File: src/rtl/seq_det_scheduler.sv
// seq_det_scheduler: round-robin front end that shares one serial sequence
// detector among 2**ID_W requesters. The scheduler grants one requester and
// captures its word. It clears the detector and streams the word LSB-first.
// It then reports how many detections that word produced.
module seq_det_scheduler #(
  parameter int ID_W  = 2,
  parameter int WIDTH = 14,
  parameter int CNT_W = 4
) (
  input  logic                          clk,
  input  logic                          rst,
  input  logic [(2**ID_W)-1:0]          req,
  input  logic [(2**ID_W)*WIDTH-1:0]    data_in,
  output logic [(2**ID_W)-1:0]          grant,
  output logic                          busy,
  output logic                          done,
  output logic [ID_W-1:0]               result_id,
  output logic [CNT_W-1:0]              result_count,
  output logic                          det_clr,
  output logic                          det_bit,
  output logic                          det_valid,
  input  logic                          det_detected
);

  localparam int N_REQ = 2**ID_W;
  localparam int IDX_W = (WIDTH > 1) ? $clog2(WIDTH) : 1;
  localparam logic [CNT_W-1:0] CNT_MAX = '1;
  localparam logic [IDX_W-1:0] LAST_IDX = IDX_W'(WIDTH - 1);

  typedef enum logic [2:0] {
    IDLE,
    CLEAR,
    STREAM,
    DRAIN,
    DONE
  } state_t;

  state_t              state_reg;
  logic [ID_W-1:0]     rr_reg;
  logic [ID_W-1:0]     id_reg;
  logic [WIDTH-1:0]    shift_reg;
  logic [CNT_W-1:0]    cnt_reg;
  logic [IDX_W-1:0]    bit_idx_reg;

  logic [WIDTH-1:0]    word_arr [N_REQ];
  logic                win_found;
  logic [ID_W-1:0]     win_id;
  logic [ID_W-1:0]     cand;
  logic                count_en;
  logic [CNT_W-1:0]    cnt_next;

  // Split the flat data bus into per-requester words and decode the grant.
  // The grant is shown only in CLEAR and is masked while reset is held.
  generate
    for (genvar gi = 0; gi < N_REQ; gi++) begin : g_req
      assign word_arr[gi] = data_in[gi*WIDTH +: WIDTH];
      assign grant[gi]    = !rst && (state_reg == CLEAR) && (id_reg == ID_W'(gi));
    end
  endgenerate

  // Round-robin search: first asserted request starting at rr_reg, wrapping.
  // The wrap is free because N_REQ is a power of two.
  always_comb begin
    win_found = 1'b0;
    win_id    = '0;
    cand      = '0;
    for (int i = 0; i < N_REQ; i++) begin
      cand = rr_reg + ID_W'(i);
      if (!win_found && req[cand]) begin
        win_found = 1'b1;
        win_id    = cand;
      end
    end
  end

  // Detection counting window covers STREAM after its first cycle, plus DRAIN.
  // Pulses in CLEAR and the first STREAM cycle are leftovers and are ignored.
  always_comb begin
    count_en = det_detected &&
               (((state_reg == STREAM) && (bit_idx_reg != '0)) || (state_reg == DRAIN));
    cnt_next = cnt_reg;
    if (count_en && (cnt_reg != CNT_MAX)) begin
      cnt_next = cnt_reg + CNT_W'(1);
    end
  end

  // Control FSM: arbitrate, clear, stream the word, drain, then report the result.
  always_ff @(posedge clk) begin
    if (rst) begin
      state_reg    <= IDLE;
      rr_reg       <= '0;
      id_reg       <= '0;
      shift_reg    <= '0;
      cnt_reg      <= '0;
      bit_idx_reg  <= '0;
      result_id    <= '0;
      result_count <= '0;
    end else begin
      case (state_reg)
        IDLE: begin
          if (win_found) begin
            rr_reg    <= win_id + ID_W'(1);
            id_reg    <= win_id;
            shift_reg <= word_arr[win_id];
            state_reg <= CLEAR;
          end
        end
        CLEAR: begin
          cnt_reg     <= '0;
          bit_idx_reg <= '0;
          state_reg   <= STREAM;
        end
        STREAM: begin
          shift_reg   <= shift_reg >> 1;
          bit_idx_reg <= bit_idx_reg + IDX_W'(1);
          cnt_reg     <= cnt_next;
          if (bit_idx_reg == LAST_IDX) begin
            state_reg <= DRAIN;
          end
        end
        DRAIN: begin
          cnt_reg      <= cnt_next;
          result_id    <= id_reg;
          result_count <= cnt_next;
          state_reg    <= DONE;
        end
        DONE: begin
          state_reg <= IDLE;
        end
        default: begin
          state_reg <= IDLE;
        end
      endcase
    end
  end

  // Status and detector-side outputs are decoded from the state register.
  // They are forced quiet while reset is asserted, and the detector is held in clear.
  always_comb begin
    busy      = !rst && (state_reg != IDLE);
    done      = !rst && (state_reg == DONE);
    det_valid = !rst && (state_reg == STREAM);
    det_bit   = !rst && (state_reg == STREAM) && shift_reg[0];
    det_clr   = rst || (state_reg == CLEAR);
  end

endmodule
File: config.mk
export PLATFORM = sky130hd
export DESIGN_NAME = seq_det_scheduler
export DESIGN_NICKNAME = d
export VERILOG_FILES = /design/src/rtl/seq_det_scheduler.sv
export SDC_FILE = /design/constraint.sdc
export NUM_CORES = 1
export LEC_CHECK = 0
export BUFFER_PORTS_ARGS = -buffer_cell sky130_fd_sc_hd__buf_2
export CAP_MARGIN = 5
export CORE_AREA = 2 2 63 80
export DETAILED_ROUTE_END_ITERATION = 16
export DIE_AREA = 0 0 65 82
export GPL_TIMING_DRIVEN = 0
export PLACE_DENSITY = 0.82
export SYNTH_ARGS = -nofsm -noshare
export SYNTH_HDL_FRONTEND = slang
export SYNTH_SLANG_ARGS = --single-unit
File: constraint.sdc
create_clock -name clk -period 3.9 [get_ports clk]
set_input_delay 0.39 -clock clk [delete_from_list [all_inputs] [get_ports clk]]
set_output_delay 0.39 -clock clk [all_outputs]
set_load 0.01 [all_outputs]
==> flow_summary.toml, run 1 <==
[outcome]
status = "complete, no violations"

[worst_setup_path]
crit_type = "flip-flop to output port"
start_kind = "flip-flop"
max_stage_delay_ps = 360
path_delay_family = "simple AND/OR/NAND/NOR gates"
r2r_start = "rr_reg[0]"
crit_slowest_cell = "nor3_1"
r2r_cells = 6
worstPathMaxFanout = 10
arrival_ps = 1820
path_buf_inv = 2
ff2ff_setup_slack_ps = 1700
crit_required_ps = 3510
r2r-end = "shift_reg[13]"
endpoint_kind = "output port"
path_cells = "clkbuf_1 -> nand2b_1 -> nor3_1 -> nor3b_1 -> buf_2"

[placed_design]
placed_area_um2 = 2710
io_buffers = 77
place_ws_ps = 1540
dp_hpwl_mm = 4.53
gp_congestion = 0.885

[drt]
drt-initial-drc-count = 108
dr.pass1.iters = 4
antenna_left = 0
postRouteWirelength_mm = 5.74
route.detailed.drc = 0
wire_per_inst_um = 13.1
vias_per_cell = 5.56
vias = 2447

[timing]
fin_ws_ps = 1690
hold_violations = 0
finalCriticalPeriod_ps = 2210
fmaxAchievable_ghz = 0.452
max_slew_margin_pct = 64.0
drv_slew = 0
clock_skew_ps = 4.24
period_share_pct = 56.7
tns_ps = 0
final-setup-viol-count = 0
holdWs_ps = 340
rsz0062_at_grt = "no"
worst_slew_pin_slew_ps = 538

[cts]
cts_sinks = 35
clk_latency_ps = 290
h-tree-depth = 2
clock_path_buffers = 2
postCtsHoldBufs = 0
clkTransAtPathRegs_ps = 70
postCtsSetupRepairBufs = 0
cts_tree = "yes"
cts_resized = 0
clock-root-buffer = "clkbuf_8"
cts_buffers = 5

[global_routing]
grt_use_total_pct = 22.3
grt_start_max_net_pins = 11
grt_pass1_vias = 2231
grt_first_pass_wirelength_mm = 9.34
antenna_found_initial = 0
gr-total-overflow = 0

[yosys]
synth_nets = 362
postSynth.asyncResetShare_pct = 0
synth_top_area_share_pct = 31.1
synth_most_common_cell = "nor2_1"
yosys.area.top_type = "dfxtp_1"
synth_commonest_cells = "37 x nor2_1, 35 x dfxtp_1, 27 x nand3_1"
synth_area_um2 = 2250
ys_ff_latch = 35
yosys_warnings = 0
yosys-mux-area-fraction_pct = 2.34
synth_edf_count = 0
synth-xor-area-share_pct = 1.56
synthFlopType = "dfxtp_1"
synth_top_family_by_area = "simple AND/OR/NAND/NOR gates"
yosysSeqAreaShare_pct = 31.1
synth_cell_types = 45
syn-mean-instance-area_um2 = 7.63
yosys.area_share.simple_pct = 34.5
synthTopCellsByArea = "dfxtp_1 31%, nor2_1 6.2%, nand3_1 6.0%"
syn_inst = 295
synth_compound_area_share_pct = 22.7
synthAdderAreaFrac_pct = 2.22

[floorplanning]
die_y_um = 82
io_pins = 78
die-area_um2 = 5330
die_w_um = 65
initial_utilization_pct = 49.0
std_cell_rows = 28
coreArea_um2 = 4590

[run]
cap_violations = 0

[layout]
fin_area_um2 = 2790
nets = 446
largest_reg_flops = 14
layout-drive-gt1-share_pct = 25.3
syn2layout_area_growth_pct = 24.1
diodes = 0

[power_and_ir_drop]
vdd_ir_drop_max_mv = 0.238
p_leak_nw = 1.21
p_total_mw = 1.24
p_per_area_nw_per_um2 = 446

[min_path]
min_to = "shift_reg[5]"
hold_path_depth = 3
worstHoldStart = "data_in[19]"
worstHoldPathType = "input pin to flip-flop"
cell type report:
type	count	area, µm²
Tap cell	60	75.1
Multi-Input combinational cell	231	1430
Inverter	7	26.3
Sequential cell	35	701
Buffer	22	96.3
Clock buffer	7	76.3
Fill cell	435	1800
Timing Repair Buffer	77	385
Clock inverter	1	5.00
worst min-delay path: cells and delay by family:
| kind | cells | cell delay (ps) |
|---|---|---|
| AND/OR/NAND/NOR | 2 | 130 |
| buffers and inverters | 1 | 70 |
worst max-delay path by stage:
| stage | startpoint | end | slack [ps] | depth (start not counted) |
|---|---|---|---|---|
| 6_report | state_reg[2] | grant[0] | 1690 | 5 |
| 5_1_grt | state_reg[2] | grant[0] | 1480 | 5 |
| 4_1_cts | rr_reg[0] | shift_reg[13] | 1690 | 6 |
| 3_5_place_dp | req[0] | shift_reg[13] | 1540 | 7 |
| 3_3_place_gp | req[0] | shift_reg[13] | 1570 | 7 |
| 2_1_floorplan | req[0] | shift_reg[13] | 1940 | 6 |
stage by stage:
step / utilization, % / cells
after global routing: 60.8 / 440
after floorplan: - / 295
after global placement: 59.1 / 432
final: 60.8 / 440
after CTS: 60.8 / 440
after detailed placement: 59.1 / 432
report_power, final:
group | switching (mW) | internal, mW | leakage, nW
registers | 0.0571 | 0.433 | 0.286
clock network | 0.129 | 0.125 | 0.0422
logic | 0.294 | 0.206 | 0.883
routing by layer:
layer  vias to the layer above  routed length (µm)  global-route usage [%]
li1                       1251                   -                       -
met1                      1094                2340                    25.0
met2                        93                2870                    39.7
met3                         9                 412                    4.79
met4                         0                 116                    11.5
met5                         -                   0                       0
cells in the final DEF (no fill, tap or decap), drive strengths merged, types with 2 or more instances in the layout:
master | Yosys | routed
nand2 | 15 | 15
and2 | 4 | 4
a41oi | 2 | 2
a21oi | 16 | 16
buf | 7 | 84
o21ai | 20 | 20
xnor2 | 4 | 4
nor3b | 2 | 2
and4 | 2 | 2
nor4 | 3 | 3
a21boi | 13 | 13
nand4b | 13 | 13
mux2i | 3 | 3
nor2b | 2 | 2
nor3 | 9 | 9
clkbuf | 15 | 22
nand2b | 4 | 4
dfxtp | 35 | 35
nor2 | 37 | 37
nand3 | 27 | 27
inv | 7 | 7
ha | 4 | 4
a22oi | 15 | 15
a211oi | 5 | 5
and3 | 17 | 17
cells by family after synthesis:
group / count (synthesis)
xor gates and xnor gates: 4
buffers and inverters: 29
AOI/OAI and AO/OA: 78
and+or+nand+nor: 141
DFF: 35
adders and majority gates: 4
muxes: 4
Note: power is estimated with default switching activity, not from simulation.
==> inputs of run 2 (changes only) <==
--- a/config.mk
+++ b/config.mk
@@ -5,13 +5,14 @@
 export SDC_FILE = /design/constraint.sdc
 export NUM_CORES = 1
 export LEC_CHECK = 0
+export ABC_AREA = 1
 export BUFFER_PORTS_ARGS = -buffer_cell sky130_fd_sc_hd__buf_2
 export CAP_MARGIN = 5
-export CORE_AREA = 2 2 63 80
+export CORE_AREA = 2 2 71 89
 export DETAILED_ROUTE_END_ITERATION = 16
-export DIE_AREA = 0 0 65 82
+export DIE_AREA = 0 0 73 91
 export GPL_TIMING_DRIVEN = 0
-export PLACE_DENSITY = 0.82
+export PLACE_DENSITY = 0.78
 export SYNTH_ARGS = -nofsm -noshare
 export SYNTH_HDL_FRONTEND = slang
 export SYNTH_SLANG_ARGS = --single-unit
==> constraint.sdc (replaced) <==
create_clock -name clk -period 1.9 [get_ports clk]
set_input_delay 0.19 -clock clk [delete_from_list [all_inputs] [get_ports clk]]
set_output_delay 0.19 -clock clk [all_outputs]
set_load 0.01 [all_outputs]
==> flow_summary.toml, run 2 <==
[layout]
final_cell_mix = "105 x nand2_1, 94 x inv_1, 79 x buf_2"
final_core_util_pct = 60.6
fin_area_um2 = 3500
largest_reg_flops = 14
nFillCells = 522
final_common_cell = "nand2_1"
nets = 601
syn2layout_area_growth_pct = 32.5
layout-drive-gt1-share_pct = 31.4
regArea_um2 = 706
diodes = 0
multi_input_area_um2 = 1560

[yosys]
synth_most_common_cell = "nand2_1"
syn-mean-instance-area_um2 = 6.12
yosys.area.top_type = "dfxtp_1"
synth_commonest_cells = "112 x nand2_1, 98 x inv_1, 35 x dfxtp_1"
synth_area_um2 = 2650
syn_inst = 432
synthFlopType = "dfxtp_1"
synth_cell_types = 36
yosys_warnings = 0
postSynth.asyncResetShare_pct = 0
synth_top_area_share_pct = 26.5
yosysSeqAreaShare_pct = 26.5
synthTopCellsByArea = "dfxtp_1 26%, nand2_1 16%, inv_1 14%"
synth_edf_count = 0
ys_ff_latch = 35
synth_nets = 499

[timing]
holdWs_ps = 285
max_slew_margin_pct = 51.9
worst_slew_pin_slew_ps = 722
clock_skew_ps = 3.39
final-setup-viol-count = 8
rsz0062_at_grt = "yes"
fin_ws_ps = -42.9
drv_slew = 0
period_share_pct = 102
finalCriticalPeriod_ps = 1940
hold_violations = 0
tns_ps = -163
fmaxAchievable_ghz = 0.515

[cts]
clock_path_buffers = 2
h-tree-depth = 2
clk_latency_ps = 280
cts_sinks = 35
cts_buffers = 5
cts_tree = "yes"
postCtsHoldBufs = 0
clock-root-buffer = "clkbuf_8"
clkTransAtPathRegs_ps = 70

[placed_design]
dp_hpwl_mm = 5.00
place_ws_ps = -89.6
io_buffers = 77
placed_area_um2 = 3110
gp_congestion = 0.871

[power_and_ir_drop]
p_leak_nw = 1.93
vdd_ir_drop_max_mv = 0.814
p_per_area_nw_per_um2 = 1520

[worst_setup_path]
arrival_ps = 2090
start_kind = "flip-flop"
crit_type = "flip-flop to flip-flop"
worstPathMaxFanout = 10
endpoint_kind = "flip-flop"
crit_required_ps = 2040

[run]
cap_violations = 0

[floorplanning]
std_cell_rows = 31
die_y_um = 91
initial_utilization_pct = 45.8
coreArea_um2 = 5780
die-area_um2 = 6640
io_pins = 78
die_w_um = 73

[global_routing]
grt_start_max_net_pins = 11
grt_use_total_pct = 19.9
grt_first_pass_wirelength_mm = 10.9
antenna_found_initial = 0
grt_pass1_vias = 2640
gr-total-overflow = 0

[outcome]
status = "finished, violations left"
violations = "setup timing"

[drt]
postRouteWirelength_mm = 6.94
drt-initial-drc-count = 106
vias_per_cell = 4.93
dr.pass1.iters = 4
vias = 2963
antenna_left = 0
wire_per_inst_um = 11.5
route.detailed.drc = 0

[min_path]
worstHoldPathType = "input pin to flip-flop"
-- run 2: cell types whose count changed in the layout (fill, tap and decap cells not counted), moves of 10 or more --
| cell | before | now |
|---|---|---|
| nand2_1 | 15 | 105 |
| inv_1 | 7 | 94 |
| nor2_1 | 37 | 18 |
| and3_1 | 17 | 0 |
| nand4_1 | 1 | 17 |
| a22oi_1 | 15 | 1 |
| a21boi_0 | 13 | 0 |
| buf_4 | 0 | 13 |
| nand4b_1 | 13 | 0 |
| clkbuf_1 | 17 | 5 |
| o22ai_1 | 0 | 12 |
| nand2_2 | 0 | 10 |
-- run 2: critical path: stages (launching register included) --
cell and delay (ps):
dfxtp_2 330, buf_6 130, inv_8 80, nand2_1 80, nand3_2 100, nand2_4 70
nor2_4 140, nand3_4 180, nand3_4 190, buf_8 150, nand2_1 60, nand3_1 90
nand2_1 60, nand2_1 70, a21oi_2 50
-- run 2: repair_timing --
item                                    CTS  global route
setup buffers                             8             5
resized for setup                        19            33
cloned                                    1             4
pin swaps                                 4            12
endpoints found under the setup margin   17            25
-- run 2: metrics by stage --
step,cells,power (mW)
floorplan,432,3.42
global placement,575,3.99
detailed placement,575,4.05
CTS,592,4.91
global route,601,5.80
finish,601,5.33
-- run 2: final cells by class --
| class | instances | area share (%) |
|---|---|---|
| buffer | 16 | 3.96 |
| clock buffer | 8 | 2.86 |
| inverter | 104 | 11.4 |
| multi-input combinational | 278 | 44.5 |
| sequential | 35 | 20.1 |
| tap | 66 | 2.36 |
| timing repair buffer | 94 | 14.8 |
-- run 2: logic make-up (layout without fill, tap and decap cells) --
family,count (synthesis),count (layout),synth area share [%]
xor gates and xnor gates,3,3,0.994
DFF,35,35,26.5
AOI/OAI and AO/OA,59,59,13.6
buffers and inverters,120,222,18.7
muxes,1,1,0.426
and+or+nand+nor,210,211,37.9
adders and majority gates,4,4,1.89
-- run 2: path summary, 6_finish.rpt --
path / startpoint / slack (ps) / endpoint / cells past startpoint
max: rr_reg[0] / -40 / shift_reg[5] / 14
max reg2reg: rr_reg[0] / -40 / shift_reg[5] / 14
min reg2reg: bit_idx_reg[3] / 510 / bit_idx_reg[3] / 1
min: rst / 290 / bit_idx_reg[1] / 3
-- run 2: power breakdown --
part	total, mW	switching, mW	internal [mW]
Clock	0.591	0.260	0.331
Sequential	0.980	0.0778	0.902
Combinational	3.76	2.25	1.51
-- run 2: metal layers --
| metal | track usage, % | vias up | share of wire, % |
|---|---|---|---|
| li1 | - | 1569 | - |
| met5 | 0 | - | 0 |
| met3 | 3.22 | 11 | 4.9 |
| met2 | 34.9 | 92 | 51 |
| met4 | 6.33 | 0 | 1.5 |
| met1 | 24.1 | 1291 | 43 |
==> inputs of run 3 (changes only) <==
==> config.mk (replaced) <==
export PLATFORM = sky130hd
export DESIGN_NAME = seq_det_scheduler
export DESIGN_NICKNAME = d
export VERILOG_FILES = /design/src/rtl/seq_det_scheduler.sv
export SDC_FILE = /design/constraint.sdc
export NUM_CORES = 1
export LEC_CHECK = 0
export ABC_AREA = 1
export CAP_MARGIN = 5
export CORE_AREA = 2 2 69 87
export DETAILED_ROUTE_END_ITERATION = 16
export DIE_AREA = 0 0 71 89
export DONT_BUFFER_PORTS = 1
export GPL_TIMING_DRIVEN = 0
export PLACE_DENSITY = 0.68
export SYNTH_ARGS = -nofsm -noshare
export SYNTH_HDL_FRONTEND = slang
export SYNTH_SLANG_ARGS = --single-unit
==> flow_summary.toml, run 3 (synthesis results as in run 2) <==
[worst_setup_path]
worstPathMaxFanout = 10
max_stage_delay_ps = 340
start_kind = "flip-flop"
path_buf_inv = 3
crit_required_ps = 2040
path_delay_family = "simple AND/OR/NAND/NOR gates"
endpoint_kind = "flip-flop"
crit_slowest_cell = "dfxtp_2"
path_cells = "buf_6 -> inv_8 -> nand2_2 -> nand2_4 -> nand2_2 -> nand2_2 -> nor2_4 -> nand3_4 -> nand3_4 -> clkbuf_16 -> nand2_1 -> nand3_1 -> nand2_1 -> nand2_1 -> a21oi_2"
crit_type = "flip-flop to flip-flop"
arrival_ps = 2080

[drt]
vias = 2733
route.detailed.drc = 0
wire_per_inst_um = 12.8
drt-initial-drc-count = 129
dr.pass1.iters = 4
antenna_left = 0
vias_per_cell = 5.27
postRouteWirelength_mm = 6.62

[power_and_ir_drop]
vdd_ir_drop_max_mv = 1.04
p_leak_nw = 1.60
p_per_area_nw_per_um2 = 1700
swShare_pct = 49.0
p_int_mw = 2.70
pwr-share-seq_pct = 18.6
power_switching_mw = 2.59
clkPwrFrac_pct = 11.2
comb_power_share_pct = 70.2

[layout]
layout-drive-gt1-share_pct = 20.7
final_cell_mix = "99 x nand2_1, 96 x inv_1, 32 x dfxtp_1"
layoutNonFillerInstCount = 519
diodes = 0
final_common_cell = "nand2_1"
nets = 521
largest_reg_flops = 14
syn2layout_area_growth_pct = 17.4

[timing]
final-setup-viol-count = 7
rsz0062_at_grt = "yes"
fmaxAchievable_ghz = 0.515
clock_skew_ps = 8.42
finalCriticalPeriod_ps = 1940
fin_ws_ps = -42.3
period_share_pct = 102
max_slew_margin_pct = 50.1
drv_slew = 0
hold_violations = 0
tns_ps = -91.4
worst_slew_pin_slew_ps = 749

[cts]
clock-root-buffer = "clkbuf_8"
clkTransAtPathRegs_ps = 70
cts_tree = "yes"
postCtsHoldBufs = 0
clk_latency_ps = 290
h-tree-depth = 2
clock_path_buffers = 2
cts_sinks = 35
cts_buffers = 5

[placed_design]
io_buffers = 0
dp_hpwl_mm = 4.73
place_ws_ps = -116
dp.cells = 496
gp_congestion = 0.895

[global_routing]
grt-busiest-layer = "met2"
grt_pass1_vias = 2420
grt_use_met3_pct = 1.92
antenna_found_initial = 0
grt_use_total_pct = 20.4
grt_use_met2_pct = 37.7
gr-total-overflow = 0
gr-usage-met1_pct = 23.7
grt_first_pass_wirelength_mm = 10.5
grt_start_max_net_pins = 11

[run]
cap_violations = 0

[outcome]
violations = "setup timing"
status = "finished, violations left"

[min_path]
worstHoldPathType = "input pin to flip-flop"

[floorplanning]
die_y_um = 89
coreArea_um2 = 5440
io_pins = 78
die-area_um2 = 6320
die_w_um = 71
initial_utilization_pct = 48.6
std_cell_rows = 30
==> run 3: cell count changes in the layout (fill, tap and decap cells not counted), sizes merged <==
cell and change:
inv +1, clkbuf -2, clkinv -1, buf -78
==> run 3: cell type report <==
class | instances | area (µm²)
fill | 528 | 2340
inverter | 104 | 398
timing repair buffer | 14 | 121
multi-input combinational | 278 | 1570
tap | 64 | 80.1
sequential | 35 | 704
buffer | 16 | 128
clock buffer | 8 | 100
==> run 3: path summary, 6_finish.rpt <==
| path | from | endpoint | slack (ps) | cells past startpoint |
|---|---|---|---|---|
| setup / recovery | rr_reg[0] | shift_reg[1] | -40 | 15 |
| hold / removal | rst | bit_idx_reg[1] | 180 | 2 |
| setup reg to reg | rr_reg[0] | shift_reg[1] | -40 | 15 |
| hold reg to reg | cnt_reg[1] | cnt_reg[1] | 500 | 2 |
==> run 3: metrics by stage <==
| step | total power, mW | area [µm²] | hold WS, ps | utilization [%] |
|---|---|---|---|---|
| after floorplan | 3.42 | 2650 | 431 | - |
| after global placement | 3.92 | 2730 | 459 | 50.1 |
| after detailed placement | 3.97 | 2730 | 470 | 50.1 |
| after CTS | 4.84 | 2940 | 175 | 54.0 |
| after global routing | 5.76 | 3100 | 193 | 57.0 |
| final | 5.29 | 3100 | 183 | 57.0 |
==> run 3: layer usage <==
layer	vias up	routed length, µm
met1	1240	2810
li1	1404	-
met5	-	0
met2	80	3450
met4	0	94
met3	9	267
==> run 3: timing repair <==
action	CTS	global route
buffers inserted	4	5
gates cloned	2	4
pin swaps	6	17
gates resized for setup	22	31
setup endpoints to repair	19	24
==> run 3: power groups by stage <==
stage          Combinational [mW]  Clock, mW  Sequential (mW)
3_5_place_dp                 2.98          0            0.993
4_1_cts                      3.26      0.603            0.983
3_3_place_gp                 2.92          0            0.991
6_report                     3.71      0.592            0.986
5_1_grt                      4.13      0.631             1.00
2_1_floorplan                2.44          0            0.977
